## src/rtl/types_pkg.sv

```systemverilog
// Shared types for the functional-unit status scoreboard: row layout, producer tags
// and default sizing.
package types_pkg;

  localparam int unsigned NUM_FU_DEF = 3;
  localparam int unsigned REG_W_DEF  = 5;
  localparam int unsigned TAG_W_DEF  = $clog2(NUM_FU_DEF + 1);
  localparam int unsigned FU_W_DEF   = $clog2(NUM_FU_DEF);

  typedef logic [REG_W_DEF-1:0] reg_idx_t;
  typedef logic [TAG_W_DEF-1:0] tag_t;

  typedef struct packed {
    logic     busy;
    logic     issued;
    reg_idx_t r;
    reg_idx_t r1;
    reg_idx_t r2;
    tag_t     t1;
    tag_t     t2;
  } fust_row_t;

  // Tag 0 means "no producer", so FU k is tagged k+1.
  function automatic tag_t fu_to_tag(input logic [FU_W_DEF-1:0] fu);
    return tag_t'(fu) + tag_t'(1);
  endfunction

endpackage

```

## src/rtl/fust_rs_table.sv

```systemverilog
// Result-status table: one producer tag per architectural register, with a
// set port, an owner-conditional clear port and three registered-state lookups.
module fust_rs_table
  import types_pkg::*;
#(
  parameter int unsigned REG_W = REG_W_DEF,
  parameter int unsigned TAG_W = TAG_W_DEF
) (
  input  logic             CLK,
  input  logic             RST,
  input  logic             flush,
  input  logic             set_en_i,
  input  logic [REG_W-1:0] set_idx_i,
  input  logic [TAG_W-1:0] set_tag_i,
  input  logic             clr_en_i,
  input  logic [REG_W-1:0] clr_idx_i,
  input  logic [TAG_W-1:0] clr_tag_i,
  input  logic [REG_W-1:0] rd_idx_i,
  input  logic [REG_W-1:0] rs1_idx_i,
  input  logic [REG_W-1:0] rs2_idx_i,
  output logic [TAG_W-1:0] rd_tag_o,
  output logic [TAG_W-1:0] rs1_tag_o,
  output logic [TAG_W-1:0] rs2_tag_o
);

  localparam int unsigned NUM_REG = 1 << REG_W;

  logic [TAG_W-1:0] rs_q [NUM_REG];
  logic [TAG_W-1:0] rs_d [NUM_REG];

  // Register 0 is hardwired to "no producer"; it is never written.
  always_comb begin
    rs_d = rs_q;
    if (clr_en_i && (clr_idx_i != '0) && (rs_q[clr_idx_i] == clr_tag_i)) begin
      rs_d[clr_idx_i] = '0;
    end
    if (set_en_i && (set_idx_i != '0)) begin
      rs_d[set_idx_i] = set_tag_i;
    end
    if (flush) begin
      for (int unsigned k = 0; k < NUM_REG; k++) begin
        rs_d[k] = '0;
      end
    end
  end

  always_ff @(posedge CLK or posedge RST) begin
    if (RST) begin
      for (int unsigned k = 0; k < NUM_REG; k++) begin
        rs_q[k] <= '0;
      end
    end else begin
      rs_q <= rs_d;
    end
  end

  assign rd_tag_o  = (rd_idx_i  == '0) ? '0 : rs_q[rd_idx_i];
  assign rs1_tag_o = (rs1_idx_i == '0) ? '0 : rs_q[rs1_idx_i];
  assign rs2_tag_o = (rs2_idx_i == '0) ? '0 : rs_q[rs2_idx_i];

endmodule

```

## src/rtl/fust_scoreboard.sv

```systemverilog
// Scoreboard tracking functional-unit status rows and register producers;
// arbitrates dispatch (structural/WAW), issue (RAW) and writeback (WAR).
module fust_scoreboard
  import types_pkg::*;
#(
  parameter  int unsigned NUM_FU = NUM_FU_DEF,
  parameter  int unsigned REG_W  = REG_W_DEF,
  localparam int unsigned TAG_W  = $clog2(NUM_FU + 1),
  localparam int unsigned FU_W   = $clog2(NUM_FU)
) (
  input  logic              CLK,
  input  logic              RST,
  input  logic              flush,
  input  logic              disp_valid,
  input  logic [FU_W-1:0]   disp_fu,
  input  logic [REG_W-1:0]  disp_rd,
  input  logic [REG_W-1:0]  disp_rs1,
  input  logic [REG_W-1:0]  disp_rs2,
  output logic              disp_ready,
  output logic [NUM_FU-1:0] issue_rdy,
  input  logic [NUM_FU-1:0] issue_grant,
  input  logic              wb_valid,
  input  logic [FU_W-1:0]   wb_fu,
  output logic              wb_ready,
  output logic [NUM_FU-1:0] busy_o
);

  fust_row_t rows_q [NUM_FU];
  fust_row_t rows_d [NUM_FU];

  logic [TAG_W-1:0] rd_tag;
  logic [TAG_W-1:0] rs1_tag;
  logic [TAG_W-1:0] rs2_tag;
  logic [TAG_W-1:0] disp_tag;
  logic [TAG_W-1:0] wb_tag;
  logic [TAG_W-1:0] disp_t1;
  logic [TAG_W-1:0] disp_t2;
  logic [REG_W-1:0] wb_rd;
  logic             disp_fu_ok;
  logic             disp_row_busy;
  logic             disp_fire;
  logic             wb_fu_ok;
  logic             wb_row_busy;
  logic             wb_row_issued;
  logic             war_stall;
  logic             wb_fire;

  fust_rs_table #(
    .REG_W (REG_W),
    .TAG_W (TAG_W)
  ) u_rs_table (
    .CLK       (CLK),
    .RST       (RST),
    .flush     (flush),
    .set_en_i  (disp_fire),
    .set_idx_i (disp_rd),
    .set_tag_i (disp_tag),
    .clr_en_i  (wb_fire),
    .clr_idx_i (wb_rd),
    .clr_tag_i (wb_tag),
    .rd_idx_i  (disp_rd),
    .rs1_idx_i (disp_rs1),
    .rs2_idx_i (disp_rs2),
    .rd_tag_o  (rd_tag),
    .rs1_tag_o (rs1_tag),
    .rs2_tag_o (rs2_tag)
  );

  assign disp_tag = fu_to_tag(disp_fu);
  assign wb_tag   = fu_to_tag(wb_fu);

  // Decode of the dispatch and writeback target rows; unknown FU indices are never ready.
  always_comb begin
    disp_fu_ok    = 1'b0;
    disp_row_busy = 1'b1;
    wb_fu_ok      = 1'b0;
    wb_row_busy   = 1'b0;
    wb_row_issued = 1'b0;
    wb_rd         = '0;
    for (int unsigned i = 0; i < NUM_FU; i++) begin
      if (disp_fu == FU_W'(i)) begin
        disp_fu_ok    = 1'b1;
        disp_row_busy = rows_q[i].busy;
      end
      if (wb_fu == FU_W'(i)) begin
        wb_fu_ok      = 1'b1;
        wb_row_busy   = rows_q[i].busy;
        wb_row_issued = rows_q[i].issued;
        wb_rd         = rows_q[i].r;
      end
    end
  end

  // A waiting row that has already captured the old value of wb_rd must read it first.
  always_comb begin
    war_stall = 1'b0;
    if (wb_rd != '0) begin
      for (int unsigned j = 0; j < NUM_FU; j++) begin
        if ((wb_fu != FU_W'(j)) && rows_q[j].busy && !rows_q[j].issued &&
            (((rows_q[j].r1 == wb_rd) && (rows_q[j].t1 == '0)) ||
             ((rows_q[j].r2 == wb_rd) && (rows_q[j].t2 == '0)))) begin
          war_stall = 1'b1;
        end
      end
    end
  end

  always_comb begin
    issue_rdy = '0;
    busy_o    = '0;
    for (int unsigned i = 0; i < NUM_FU; i++) begin
      issue_rdy[i] = rows_q[i].busy && !rows_q[i].issued &&
                     (rows_q[i].t1 == '0) && (rows_q[i].t2 == '0);
      busy_o[i]    = rows_q[i].busy;
    end
  end

  assign disp_ready = disp_fu_ok && !disp_row_busy && ((disp_rd == '0) || (rd_tag == '0));
  assign wb_ready   = !war_stall && wb_fu_ok && wb_row_busy && wb_row_issued;
  assign disp_fire  = disp_valid && disp_ready;
  assign wb_fire    = wb_valid && wb_ready;

  // Operand tags produced by the unit retiring this cycle are bypassed to zero.
  assign disp_t1 = (wb_fire && (rs1_tag == wb_tag)) ? '0 : rs1_tag;
  assign disp_t2 = (wb_fire && (rs2_tag == wb_tag)) ? '0 : rs2_tag;

  always_comb begin
    rows_d = rows_q;
    for (int unsigned i = 0; i < NUM_FU; i++) begin
      if (issue_grant[i] && issue_rdy[i]) begin
        rows_d[i].issued = 1'b1;
      end
      if (wb_fire) begin
        if (rows_d[i].t1 == wb_tag) begin
          rows_d[i].t1 = '0;
        end
        if (rows_d[i].t2 == wb_tag) begin
          rows_d[i].t2 = '0;
        end
        if (wb_fu == FU_W'(i)) begin
          rows_d[i].busy   = 1'b0;
          rows_d[i].issued = 1'b0;
        end
      end
      if (disp_fire && (disp_fu == FU_W'(i))) begin
        rows_d[i].busy   = 1'b1;
        rows_d[i].issued = 1'b0;
        rows_d[i].r      = disp_rd;
        rows_d[i].r1     = disp_rs1;
        rows_d[i].r2     = disp_rs2;
        rows_d[i].t1     = disp_t1;
        rows_d[i].t2     = disp_t2;
      end
      if (flush) begin
        rows_d[i] = '0;
      end
    end
  end

  always_ff @(posedge CLK or posedge RST) begin
    if (RST) begin
      for (int unsigned i = 0; i < NUM_FU; i++) begin
        rows_q[i] <= '0;
      end
    end else begin
      rows_q <= rows_d;
    end
  end

endmodule

```

## config.mk

```make
export PLATFORM = sky130hd
export DESIGN_NAME = fust_scoreboard
export DESIGN_NICKNAME = d
export VERILOG_FILES = /design/src/rtl/types_pkg.sv /design/src/rtl/fust_rs_table.sv /design/src/rtl/fust_scoreboard.sv
export SDC_FILE = /design/constraint.sdc
export NUM_CORES = 1
export LEC_CHECK = 0
export ABC_AREA = 1
export CORE_AREA = 2 2 179 93
export CTS_CLUSTER_DIAMETER = 30
export DETAILED_ROUTE_END_ITERATION = 7
export DIE_AREA = 0 0 181 95
export PLACE_DENSITY_LB_ADDON = 0.08
export SYNTH_ARGS = -nofsm -noshare
export SYNTH_HDL_FRONTEND = slang
export SYNTH_HIERARCHICAL = 1
export SYNTH_SLANG_ARGS = --single-unit
```

## constraint.sdc

```tcl
create_clock -name CLK -period 4.2 [get_ports CLK]
set_input_delay 0.42 -clock CLK [delete_from_list [all_inputs] [get_ports CLK]]
set_output_delay 0.42 -clock CLK [all_outputs]
set_load 0.02 [all_outputs]
```

==> Word-level counts from Yosys, hierarchy flattened <==
Index checks and enable logic that the tools add are counted.
Widths: inputs -> output; s select.
{ "word_totals": {"word_cells": 251, "output_inout_bits": 8, "in_bits": 27, "reg_bits": 127} }
{ "op_classes": {"bitwise": 6, "n_mux": 71, "addsub": 2, "n_lt_le_gt_ge": 6, "n_reduce_logical": 92, "n_eq_ne": 21} }
{ "ops": {"columns": ["op", "n"], "rows": [
  ["$mux 64", 3],
  ["$mux 21", 6],
  ["$and 64x64->64", 1],
  ["$bwmux 64", 1],
  ["$not 64->64", 1],
  ["$mux 2", 27],
  ["$logic_and 1x1->1", 44],
  ["$bmux 2 s5", 4],
  ["$reduce_bool 3->1", 12],
  ["$eq 5x5->1", 6],
  ["$ge 6x6->1 const B", 4],
  ["$not 5->6", 4],
  ["$mux 1", 22],
  ["$demux 2 s5", 2],
  ["$eq 2x2->1", 9],
  ["$logic_not 2->1", 9],
  ["$reduce_and 2->1", 9],
  ["$logic_not 5->1", 3],
  ["$mux 5", 3],
  ["$lt 6x1->1 const B", 2],
  ["$mux 4", 3],
  ["$reduce_bool 5->1", 2],
  ["$reduce_bool 2->1", 4],
  ["$logic_not 1->1", 5],
  ["other kinds (6)", 12]
]} }

==> Logic depth before layout (Yosys ltp) <==
Gate-level depths: netlist of the first run.
{ "depth": {"ltp_word": 23, "mapped_depth": 27, "mapped_depth_nobuf": 24} }

==> By module <==
The synthesis of the first run kept the hierarchy.
{ "modules_own_cells": {"columns": ["mod", "n_inst", "seq_area_each_um2", "area_per_inst_um2", "cells_per_inst"], "rows": [
  ["fust_rs_table", 1, 1601.5, 5900.7, 1032],
  ["fust_scoreboard", 1, 1576.5, 3808.7, 491]
]} }

==> Least setup slack after synthesis of the first run <==
No wires, ideal clock.
{ "synth_timing": {"path_type": "in2reg", "from": "input port disp_rd[0]", "to": "register u_rs_table/rs_q[46] (netlist name)", "required_ns": 4.064, "setup_ns": 0.136, "arrival_time_ns": 3.286, "cell_stages": 19, "path_buffers": 4, "setup_slack_ns": 0.778, "path_cell_list": "clkbuf_1 -> inv_1 -> clkbuf_1 -> clkbuf_1 -> a21oi_1 -> a21oi_1 -> o21ai_0 -> a31oi_1 -> o22ai_1 -> nand2_1 -> a21oi_1 -> nand2_1 -> inv_1 -> clkbuf_1 -> nand2_1 -> nor4_1 -> nor2_1 -> nand2_1 -> a21oi_1"} }
{ "synth_lines": {"columns": ["item", "line_no", "source"], "rows": [
  ["from (decl)", "fust_scoreboard.sv:16", "input logic [REG_W-1:0] disp_rd,"],
  ["to (signal assigned)", "fust_rs_table.sv:53", "rs_q <= rs_d;"],
  ["to (decl)", "fust_rs_table.sv:28", "logic [TAG_W-1:0] rs_q [NUM_REG];"]
]} }

==> results.cfg, run 1 <==
[timing]
max_freq_mhz = 243
finalCriticalPeriod_ps = 4110
rsz0062_at_grt = no
skew_ps = 18.9
final.period_utilization = 0.979
hold_viol = 0
slew_viol_final = 0
relSlewSlack = 0.394
worstMarginPinSlew_ps = 907
finalSetupViolCount = 0

[global_routing]
grt_use_total = 0.478
grt_pass1_vias = 10300
grt_max_degree = 45
antenna_found_initial = 0
grt_pass1_wl_mm = 60.8
gr-total-overflow = 0

[cts]
clk_latency_ps = 440
cts_buffer_depth = 2
path_clk_slew_ps = 70
clkSinkCount = 127
cts_buffers = 17
hold_buffers = 0
post_cts_buffers = 0
cts_tree = yes
htree_num_levels = 4
cts_resized = 0
root_buffer = clkbuf_16

[run]
maxCapViolCount = 0

[floorplanning]
io_pins = 35
fp.dieH_um = 95
die_area_mm2 = 0.0172
initial_core_util = 0.612
core_area_mm2 = 0.0159
chipWidth_um = 181
std_cell_rows = 33

[placement]
place_congestion = 1.05
placed_area_mm2 = 0.0106
place_hpwl_mm = 28.7
io_buffers = 34

[setup_path]
path_class = in -> reg
cp-end-kind = flop
worst_ep_arrival_time_ps = 4400
setup.worst_path.start_class = input port
worstPathRequired_ps = 4490
reg2reg_depth = 22
cp_max_fo = 31

[outcome]
violations = DRC
outcome = finished, violations left

[power_and_ir_drop]
cellLeakagePower_uw = 0.00526
ir_worst_vdd_mv = 0.289
p_sw_frac = 0.301
powerDensity_mw_per_mm2 = 313
switchingPower_uw = 1060
power_frac_clock = 0.480
comb_power_share = 0.169
internal-power_uw = 2470
seq_power_share = 0.351

[synthesis]
yosysWarnings = 6
syn_nets = 1558
synth_area_mm2 = 0.00971
synthArstFlopShare = 1.00
synth.largest_area_cell = dfrtp_1
ys.flop_type = dfrtp_1
synth_top_area_frac = 0.327
synth_seq_cells = 127
synth_most_common_cell = nand2_1
synthTopCellsByArea = dfrtp_1, nand2_1, a21oi_1, o21ai_0, inv_1
seq_area_frac_synth = 0.327
synth_edf_count = 0
yosysUniqueCellTypes = 36
synth.top_cells.by_count = nand2_1, inv_1, a21oi_1, nor2_1, o21ai_0
syn_inst = 1523
syn_area_per_cell_um2 = 6.38

[route]
finalWirelength_mm = 40.7
wl_per_cell_um = 22.6
first_pass_iters = 8
drt-initial-drc-count = 2073
viasPerCell = 6.51
drc_errors = 1
antenna_left = 0
vias = 11700

[finish]
design_area_mm2 = 0.0113
post-route-util = 0.712
drive_gt1_frac = 0.104
multi_input_area_mm2 = 0.00547
final_net_count = 1613
n_fill_cell = 1299
syn_to_final_growth_pct = 16.2
seqCellArea_mm2 = 0.00318

[min_path]
hold_path.class = in -> async
cell usage in the layout, fill, tap and decap left out, drive strengths merged, types with 2 or more instances in the layout:
cell           count
clkdlybuf4s50     32
nand3            103
xor2               8
clkinv             8
clkbuf            18
dfrtp            127
and3               2
xnor2              8
o221ai             6
ha                 8
bufinv             5
a31oi              6
nand2            413
nor4               6
a21oi            171
buf               83
inv              180
o21ai            146
nand4             49
nor3              16
o211ai             6
o22ai             35
nor2             152
power by group through the flow:
stage	Clock, uW	Sequential (uW)	Combinational [uW]
after floorplan	0	1260	319
after global routing	1740	1240	621
after CTS	1690	1240	556
final	1690	1240	596
after detailed placement	0	1260	552
after global placement	0	1260	546
registers in the layout, indices dropped and copies added (netlist names):
| name | cells |
|---|---|
| u_rs_table/rs_q | 64 |
| rows_q | 60 |
| busy_o | 3 |
per-layer routing:
| layer | up-vias | wire length (um) | track usage |
|---|---|---|---|
| met5 | - | 0 | 0 |
| met4 | 0 | 1190 | 0.153 |
| met3 | 157 | 8530 | 0.267 |
| met2 | 1147 | 14500 | 0.599 |
| met1 | 5294 | 16500 | 0.675 |
| li1 | 5129 | - | - |
cells by family after synthesis:
logic type,share of synthesized area
adder cells (fa/ha/maj),0.0103
AND/OR/NAND/NOR,0.334
buffers and inverters,0.113
flip-flops,0.327
AO/OA/AOI/OAI,0.201
XOR/XNOR,0.0144
cell type report:
class                      instances  area share
antenna                            1    0.000222
clock buffer                      18      0.0380
clock inverter                    14      0.0202
inverter                         180      0.0608
multi-input combinational       1136       0.485
sequential                       127       0.282
tap                              210      0.0233
timing repair buffer             116      0.0911
stage by stage:
step / instances / setup WS (ps) / TNS, ps / hold slack [ps] / power (uW)
2_1_floorplan: 1523 / 778 / 0 / 453 / 1580
3_3_place_gp: 1769 / -213 / -5260 / 474 / 1810
3_5_place_dp: 1769 / -230 / -6180 / 479 / 1810
4_1_cts: 1801 / 201 / 0 / 465 / 3480
5_1_grt: 1801 / 6.23 / 0 / 515 / 3600
6_report: 1802 / 88.5 / 0 / 440 / 3530
worst paths after layout:
kind                            slack, ps                             to                         start
max in group asynchronous            2790         rows_q[21]$_DFFE_PP0P_                           RST
worst max-delay path                   90  u_rs_table/rs_q[49]$_DFF_PP0_                      wb_fu[1]
worst min register to register        490         rows_q[36]$_DFFE_PP0P_        rows_q[36]$_DFFE_PP0P_
min in group CLK                      490         rows_q[36]$_DFFE_PP0P_        rows_q[36]$_DFFE_PP0P_
worst min-delay path                  440  u_rs_table/rs_q[10]$_DFF_PP0_                           RST
worst max register to register        500  u_rs_table/rs_q[49]$_DFF_PP0_  u_rs_table/rs_q[2]$_DFF_PP0_
worst max-delay path, cell delays in order:
cell and delay [ps]:
clkdlybuf4s50_1 580, inv_1 90, ha_1 200, buf_4 180, clkinv_4 90, nand3_1 80
nand2_2 140, nand2_4 60, inv_1 120, buf_4 140, inv_2 50, nor3_2 620
nand2_1 120, nand2_1 140, nor2_1 70, nand3_2 70, nand2_2 70, nor2_4 660
nand4_1 270, nand2_1 140, a21oi_1 70
Note: power is estimated with default switching activity, not from simulation.
==> inputs of run 2 (changes only) <==
Settings changed: CORE_AREA 2 2 179 93 to 2 2 211 109, DIE_AREA 0 0 181 95 to 0 0 213 111.
==> results.cfg, run 2 (synthesized netlist as in run 1, its figures left out) <==
[outcome]
outcome = finished clean

[setup_path]
setup.worst_path.start_class = input port
crit_path_start = wb_fu[0]
ff2ff_setup_slack_ps = 640
worstPathRequired_ps = 3780
reg2reg_depth = 18
worst_ep_arrival_time_ps = 3560
cp_max_fo = 8
path_class = in -> out
cp-endpoint = wb_ready
cp-end-kind = output pin
rr_startpoint = u_rs_table/rs_q[12]$_DFF_PP0_
r2r_end = u_rs_table/rs_q[15]$_DFF_PP0_

[finish]
syn_to_final_growth_pct = 14.9
n_fill_cell = 2301
drive_gt1_frac = 0.0868
diodes = 0
largest_reg_flops = 64
final_common_cell = nand2_1
regMostFlops = u_rs_table/rs_q
final_cell_mix = nand2_1, a21oi_1, inv_1
stdcell_count = 1874
final_net_count = 1589

[timing]
final.period_utilization = 0.949
fin_tns_setup_ps = 0
max_freq_mhz = 251
finalSetupViolCount = 0
relSlewSlack = 0.450
slew_viol_final = 0
fin_hold_ws_ps = 374
hold_viol = 0
skew_ps = 13.3
finalCriticalPeriod_ps = 3980
rsz0062_at_grt = no
worstMarginPinSlew_ps = 824
finalWorstSetupSlack_ps = 215

[placement]
placed_cells = 1842
place_hpwl_mm = 30.7
io_buffers = 34
place_congestion = 0.999
pre_cts_slack_ps = 2.42

[route]
vias = 11000
antenna_left = 0
first_pass_iters = 6
finalWirelength_mm = 41.8
drc_errors = 0
viasPerCell = 5.85
drt-initial-drc-count = 1862
wl_per_cell_um = 22.3

[global_routing]
gr-total-overflow = 0
antenna_found_initial = 0
grt_pass1_vias = 9920
grt_pass1_wl_mm = 62.9
grt_use_total = 0.364
grt_max_degree = 55

[cts]
clk_latency_ps = 460
htree_num_levels = 4
path_clk_slew_ps = 60
cts_resized = 0
cts_buffer_depth = 2
post_cts_buffers = 0
cts_buffers = 17
clkSinkCount = 127
root_buffer = clkbuf_16
hold_buffers = 0
cts_tree = yes

[floorplanning]
core_area_mm2 = 0.0221
die_area_mm2 = 0.0236
io_pins = 35
std_cell_rows = 39
initial_core_util = 0.439
chipWidth_um = 213
fp.dieH_um = 111

[power_and_ir_drop]
finalPower_uw = 3400
powerDensity_mw_per_mm2 = 305
ir_worst_vdd_mv = 0.212
cellLeakagePower_uw = 0.00510

[min_path]
hold_path.class = in -> async

[run]
maxCapViolCount = 0
-- run 2: report_power, final --
part	leakage [uW]	total [uW]	internal, uW	switching (uW)
clock	0.000290	1580	943	641
sequential	0.00177	1240	1230	6.91
combinational	0.00304	577	155	422
-- run 2: worst max-delay path, stage by stage --
cell,delay (ps)
clkdlybuf4s50_1,450
inv_1,190
ha_1,400
buf_4,220
nand2_2,180
nand2_2,210
inv_1,190
nor3_1,230
nand3_1,210
nand2_2,130
nand2_1,80
inv_1,60
clkdlybuf4s50_1,590
-- run 2: final cells by class --
| cell class | instances | area, um^2 | area share |
|---|---|---|---|
| clock buffers | 18 | 429 | 0.0385 |
| inverters | 180 | 686 | 0.0615 |
| multi-input cells | 1136 | 5440 | 0.487 |
| well taps | 307 | 384 | 0.0344 |
| clock inverters | 14 | 181 | 0.0163 |
| flip-flops and latches | 127 | 3180 | 0.285 |
| repair buffers | 92 | 858 | 0.0769 |
-- run 2: layer usage --
metal / up-vias / GRT usage / wire, um
met3: 49 / 0.186 / 7200
met4: 0 / 0.0755 / 493
met2: 740 / 0.405 / 14000
met1: 5094 / 0.582 / 20100
li1: 5079 / - / -
met5: - / 0 / 0
-- run 2: worst min path at each step --
| stage | cells after the start | end | slack [ps] | start |
|---|---|---|---|---|
| after global placement | 2 | rows_q[36]$_DFFE_PP0P_ | 480 | rows_q[36]$_DFFE_PP0P_ |
| after detailed placement | 2 | rows_q[36]$_DFFE_PP0P_ | 480 | rows_q[36]$_DFFE_PP0P_ |
| final | 2 | rows_q[50]$_DFFE_PP0P_ | 370 | RST |
| after CTS | 2 | rows_q[50]$_DFFE_PP0P_ | 370 | RST |
| after floorplan | 2 | rows_q[36]$_DFFE_PP0P_ | 450 | rows_q[36]$_DFFE_PP0P_ |
| after global routing | 2 | rows_q[50]$_DFFE_PP0P_ | 420 | RST |
-- run 2: stage by stage --
stage               area (um^2)   util
floorplan                  9710      -
global placement          10500  0.477
detailed placement        10500  0.477
CTS                       11200  0.505
global route              11200  0.505
finish                    11200  0.505
==> inputs of run 3 (changes only) <==
Settings changed: ABC_CLOCK_PERIOD_IN_PS from default to 4200.
==> results of run 3 <==
Same layout as run 2: the final DEF is identical, and so are final timing and power.
